<file path="config.mk">
export PLATFORM = sky130hd
export DESIGN_NAME = gate_vector_timer
export DESIGN_NICKNAME = d
export VERILOG_FILES = /design/src/rtl/gate_vector_checker_pkg.sv /design/src/rtl/gate_vector_checker_timer.sv
export SDC_FILE = /design/constraint.sdc
export NUM_CORES = 1
export LEC_CHECK = 0
export BUFFER_PORTS_ARGS = -buffer_cell sky130_fd_sc_hd__buf_4
export CAP_MARGIN = 40
export CORE_AREA = 2 2 39 41
export CTS_CLUSTER_DIAMETER = 150
export DETAILED_ROUTE_END_ITERATION = 8
export DIE_AREA = 0 0 41 43
export GPL_TIMING_DRIVEN = 1
export MAX_ROUTING_LAYER = met4
export SETUP_SLACK_MARGIN = 0.02
export SYNTH_ARGS = -nofsm -noshare
export SYNTH_HDL_FRONTEND = slang
export SYNTH_SLANG_ARGS = --single-unit
</file>
<file path="constraint.sdc">
create_clock -name clk -period 2.06 [get_ports clk]
set_input_delay 0.103 -clock clk [delete_from_list [all_inputs] [get_ports clk]]
set_output_delay 0.103 -clock clk [all_outputs]
set_load 0.02 [all_outputs]
</file>
<file path="src/rtl/gate_vector_checker_pkg.sv">
// Shared types, truth-table constants and vector helpers for the gate vector checker.
package gate_vector_checker_pkg;

  typedef enum logic [2:0] {
    IDLE   = 3'd0,
    SKEW   = 3'd1,
    SETTLE = 3'd2,
    SAMPLE = 3'd3,
    DONE   = 3'd4
  } state_e;

  // Truth tables indexed by {a,b}: bit 0 is vector 00, bit 3 is vector 11.
  localparam logic [3:0] TT_AND  = 4'b1000;
  localparam logic [3:0] TT_OR   = 4'b1110;
  localparam logic [3:0] TT_NAND = 4'b0111;
  localparam logic [3:0] TT_NOR  = 4'b0001;
  localparam logic [3:0] TT_XOR  = 4'b0110;

  function automatic logic vec_a(input logic [1:0] idx);
    return idx[1];
  endfunction

  function automatic logic vec_b(input logic [1:0] idx);
    return idx[0];
  endfunction

endpackage

</file>
<file path="src/rtl/gate_vector_checker_timer.sv">
// Loadable down-counter with zero flag; times both the SKEW and SETTLE phases.
module gate_vector_timer
  import gate_vector_checker_pkg::*;
#(
  parameter int unsigned TIMER_W = 8
) (
  input  logic               clk,
  input  logic               rst_n,
  input  logic               load_i,
  input  logic [TIMER_W-1:0] load_val_i,
  input  logic               dec_i,
  output logic               zero_o
);

  logic [TIMER_W-1:0] cnt_q;

  // Load takes priority over decrement; the count parks at zero.
  always_ff @(posedge clk or negedge rst_n) begin
    if (!rst_n) begin
      cnt_q <= '0;
    end else if (load_i) begin
      cnt_q <= load_val_i;
    end else if (dec_i && (cnt_q != '0)) begin
      cnt_q <= cnt_q - 1'b1;
    end
  end

  assign zero_o = (cnt_q == '0);

endmodule

</file>
==> metrics list <==
* Worst-case setup margin in the final layout: 0.175 ns
- Leading post-synthesis cells by cell area: sky130_fd_sc_hd__dfrtp_1 (38%), sky130_fd_sc_hd__ha_1 (4.7%), sky130_fd_sc_hd__nor3b_1 (4.3%), sky130_fd_sc_hd__or4_1 (4.3%), sky130_fd_sc_hd__a221o_1 (3.8%)
- For this run, the leading register cell type out of synthesis is sky130_fd_sc_hd__dfrtp_1.
* Weighted congestion reported at the end of routability-driven placement: 0.766
* End point of the critical path: zero_o
- In this run the power density over the cells is 630 mW/mm2.
- Of the total power, combinational logic draws 0.234.
- Max-cap violations in this run came to 0.
- Worst slew margin relative to its limit: 0.597
- The worst setup path is launched from a flip-flop.
- The number of global-route vias before repair came to 516.
- Grouping stages by cell kind, the critical path spends the most delay in simple AND/OR/NAND/NOR gates.
- Clock buffers created by TritonCTS: 3
- After global routing the overflow that remains totals 0.
- In the post-synthesis netlist, the cell with the most instances is sky130_fd_sc_hd__dfrtp_1.
* DIE WIDTH: 41 um
* Worst R2R End: cnt_q[6]$_DFFE_PN0P_
- Mean area per synthesized cell: 9.10 um2
* Final Net Count: 89
* Cell count along the critical path: 5
* Number of nets with antenna violations after routing: 0
- In this run, the number of DRC markers left after iteration 0 of detailed routing was 3.
- Top register by number of flip-flops: cnt_q
- Part of the total power dissipated in sequential elements: 0.463
- Proportion of netlist area held by the largest area contributor: 0.379
- Entering global routing, the biggest net connects 15 pins.
* Die area: 0.00176 mm2
* Synthesized cell area: 528 um2
- For this design, the slowest cell found on the critical path is sky130_fd_sc_hd__or3b_2.
- The largest registers in the layout are cnt_q x8.
- Flops & latches, synth: 8
* Data required time of the worst path: 1.96 ns
* Largest fanout of any net on the critical path: 4
- The critical path goes through inv_1, ha_1, or3b_2, nor2_1, buf_4.
- After routing, the total negative slack on setup checks comes to 0 ns.
- Synthesis produced a netlist with a net count of 72.
- Post-synthesis cell type with the largest combined area: sky130_fd_sc_hd__dfrtp_1
* Fin util: 0.484
- Post-route cell area: 669 um2
- The register with the most flip-flops in the layout has 8 of them.
- The repair_antennas step left the layout with diodes totalling 0.
- Tmin final: 1.88 ns
- The number of buffers and inverters on the critical path is 2.
- Max Slew Vio Count: 0
- Wires add up to 1300 um.
* Result of the run: finished clean
- Global-route wire length before repair: 2260 um
- Synthesis handed over a netlist of 58 instances.
* Leakage power figure: 0.277 nW
* Vias: 510
- Final setup violation count: 0
* Kind of capture point of the worst setup path: output port
- Yosys mapped the design onto 31 distinct sky130hd cell types.
* Worst EP arrival: 1.78 ns
- IR analysis of the VDD net gives a maximum drop of 0.516 mV.
- In the synthesized netlist, the cells that appear most often are sky130_fd_sc_hd__dfrtp_1 (8), sky130_fd_sc_hd__nor2_1 (5).
- Setup slack of the most critical reg-to-reg path: 0.21 ns
- The startpoint identified for the worst register-to-register timing path is cnt_q[2]$_DFFE_PN0P_.
- Area growth from synthesis to layout: 26.8%
* CTS clock-pin slew for the worst setup and hold paths: 0.07 ns
- Routed vias/inst: 5.73
- TritonCTS built the clock tree.
* Number of design rule violations left after detail routing: 0
- Post-placement cell area: 637 um2
- Switch Pwr: 0.131 mW
- Worst Setup SP: cnt_q[0]$_DFFE_PN0P_
- In this run the number of H-tree levels came out at 1.
* Total GRT Usage: 0.202
- Area of the core region: 0.00138 mm2
* Height of the die: 43 um
* Reg2Reg Depth: 3
* Worst clock skew on the final layout: 0.0167 ns
- Dividing the detail-routed wire length by the instance count gives 14.6 um.
- Number of core rows: 14
* Hold slack final: 0.0673 ns
- At the pin with the least slew margin, the transition time is 0.600 ns.
- The critical path is of the flip-flop to output port type.
* Proportion of layout cells with a drive suffix above 1: 0.247
- Crit-path max cell delay: 0.49 ns
- The first detailed-routing pass ran for 2 iterations.
* Number of buffers added for setup after CTS: 0
- Clock latency on the worst-skew pair, taken at its later pin, is 0.27 ns.
- Worst hold path type: input pin to flip-flop
- Master cell of the clock root buffer: sky130_fd_sc_hd__clkbuf_4
* Synth Warn #: 0
* Pre-CTS worst setup slack: 0.219 ns
- Final Hold Vio Count: 0
* Async SR Flop Fraction: 1.00
- Setup repair after global routing missed its margin: no
- The clock net in this run drives a total of 8 sinks.
* Sequential area share after synthesis: 0.379
- Number of buffers between clock root and the deepest sink: 2
* Switching share of power: 0.310
- Of the available clock period, the critical path in the final layout requires 0.915.
* Achievable clock frequency: 531 MHz
- Initial antenna violation count: 0
- For this configuration, the core starts out at a cell density of 0.382.
- Summed over all nets, the half-perimeter wirelength after detailed placement is 922 um.
- The internal portion of the total power is 0.291 mW.
- Number of enable flip-flop cells after synthesis: 0
- During I/O placement, the number of pins put on the boundary was 13.
* Clock power frac: 0.303
- Buffers added on ports: 12
==> worst min path at each step <==
stage	start	to	slack, ns	cells after the start
2_1_floorplan	rst_n	cnt_q[0]$_DFFE_PN0P_	-0.19	0
4_1_cts	load_val_i[1]	cnt_q[1]$_DFFE_PN0P_	0.07	3
3_3_place_gp	rst_n	cnt_q[6]$_DFFE_PN0P_	-0.07	1
5_1_grt	load_val_i[7]	cnt_q[7]$_DFFE_PN0P_	0.08	2
6_report	load_val_i[1]	cnt_q[1]$_DFFE_PN0P_	0.07	3
3_5_place_dp	rst_n	cnt_q[6]$_DFFE_PN0P_	-0.07	1
==> repair_timing <==
| action | in CTS | in global routing |
|---|---|---|
| hold buffers | 1 | 0 |
| gates resized for setup | 0 | 0 |
| hold endpoints to repair | 8 | 0 |
==> placed cells by master (no fill, tap or decap), types with 3 or more instances in the layout <==
| cell type | n |
|---|---|
| sky130_fd_sc_hd__nor3_1 | 3 |
| sky130_fd_sc_hd__dfrtp_1 | 8 |
| sky130_fd_sc_hd__nor3b_1 | 3 |
| sky130_fd_sc_hd__buf_4 | 13 |
| sky130_fd_sc_hd__or4_1 | 3 |
| sky130_fd_sc_hd__nor2_1 | 5 |
| sky130_fd_sc_hd__clkbuf_4 | 3 |
| sky130_fd_sc_hd__a21oi_1 | 3 |
==> per-stage QoR <==
| step | cells | total power, mW |
|---|---|---|
| final | 89 | 0.422 |
| after global routing | 89 | 0.455 |
| after CTS | 89 | 0.426 |
| after detailed placement | 85 | 0.294 |
| after global placement | 85 | 0.292 |
| after floorplan | 58 | 0.253 |
==> layer usage <==
layer | part of all wire | wire, um | GRT usage
met1 | 0.48 | 624 | 0.240
met2 | 0.45 | 577 | 0.288
met3 | 0.057 | 74 | 0.0942
met4 | 0.015 | 19 | 0.0800
met5 | 0 | 0 | -
==> final cells by class <==
class / count / area, um2
fill: 136 / 714
multi-input combinational: 45 / 308
sequential: 8 / 200
timing repair buffer: 14 / 108
clock buffer: 3 / 22.5
tap: 16 / 20.0
inverter: 3 / 11.3
==> cells by family (layout without fill, tap and decap cells) <==
| family | after synthesis | after routing | synth area share |
|---|---|---|---|
| AOI/OAI and AO/OA | 18 | 18 | 0.261 |
| buffers and inverters | 5 | 20 | 0.0379 |
| DFF | 8 | 8 | 0.379 |
| adders and majority gates | 2 | 2 | 0.0474 |
| and+or+nand+nor | 25 | 25 | 0.275 |
==> worst register-to-register path, cell delays in order, from the launching register on <==
cell and delay (ns):
sky130_fd_sc_hd__dfrtp_1 0.43, sky130_fd_sc_hd__or4_1 0.65, sky130_fd_sc_hd__or4_1 0.54, sky130_fd_sc_hd__a31oi_1 0.17
==> power groups by stage <==
| stage | clock network (mW) | registers, mW | logic [mW] |
|---|---|---|---|
| floorplan | 0 | 0.192 | 0.0615 |
| global placement | 0 | 0.196 | 0.0964 |
| detailed placement | 0 | 0.198 | 0.0963 |
| CTS | 0.132 | 0.195 | 0.0992 |
| global route | 0.143 | 0.199 | 0.113 |
| finish | 0.128 | 0.195 | 0.0987 |
(Power assumes the default switching activity.)
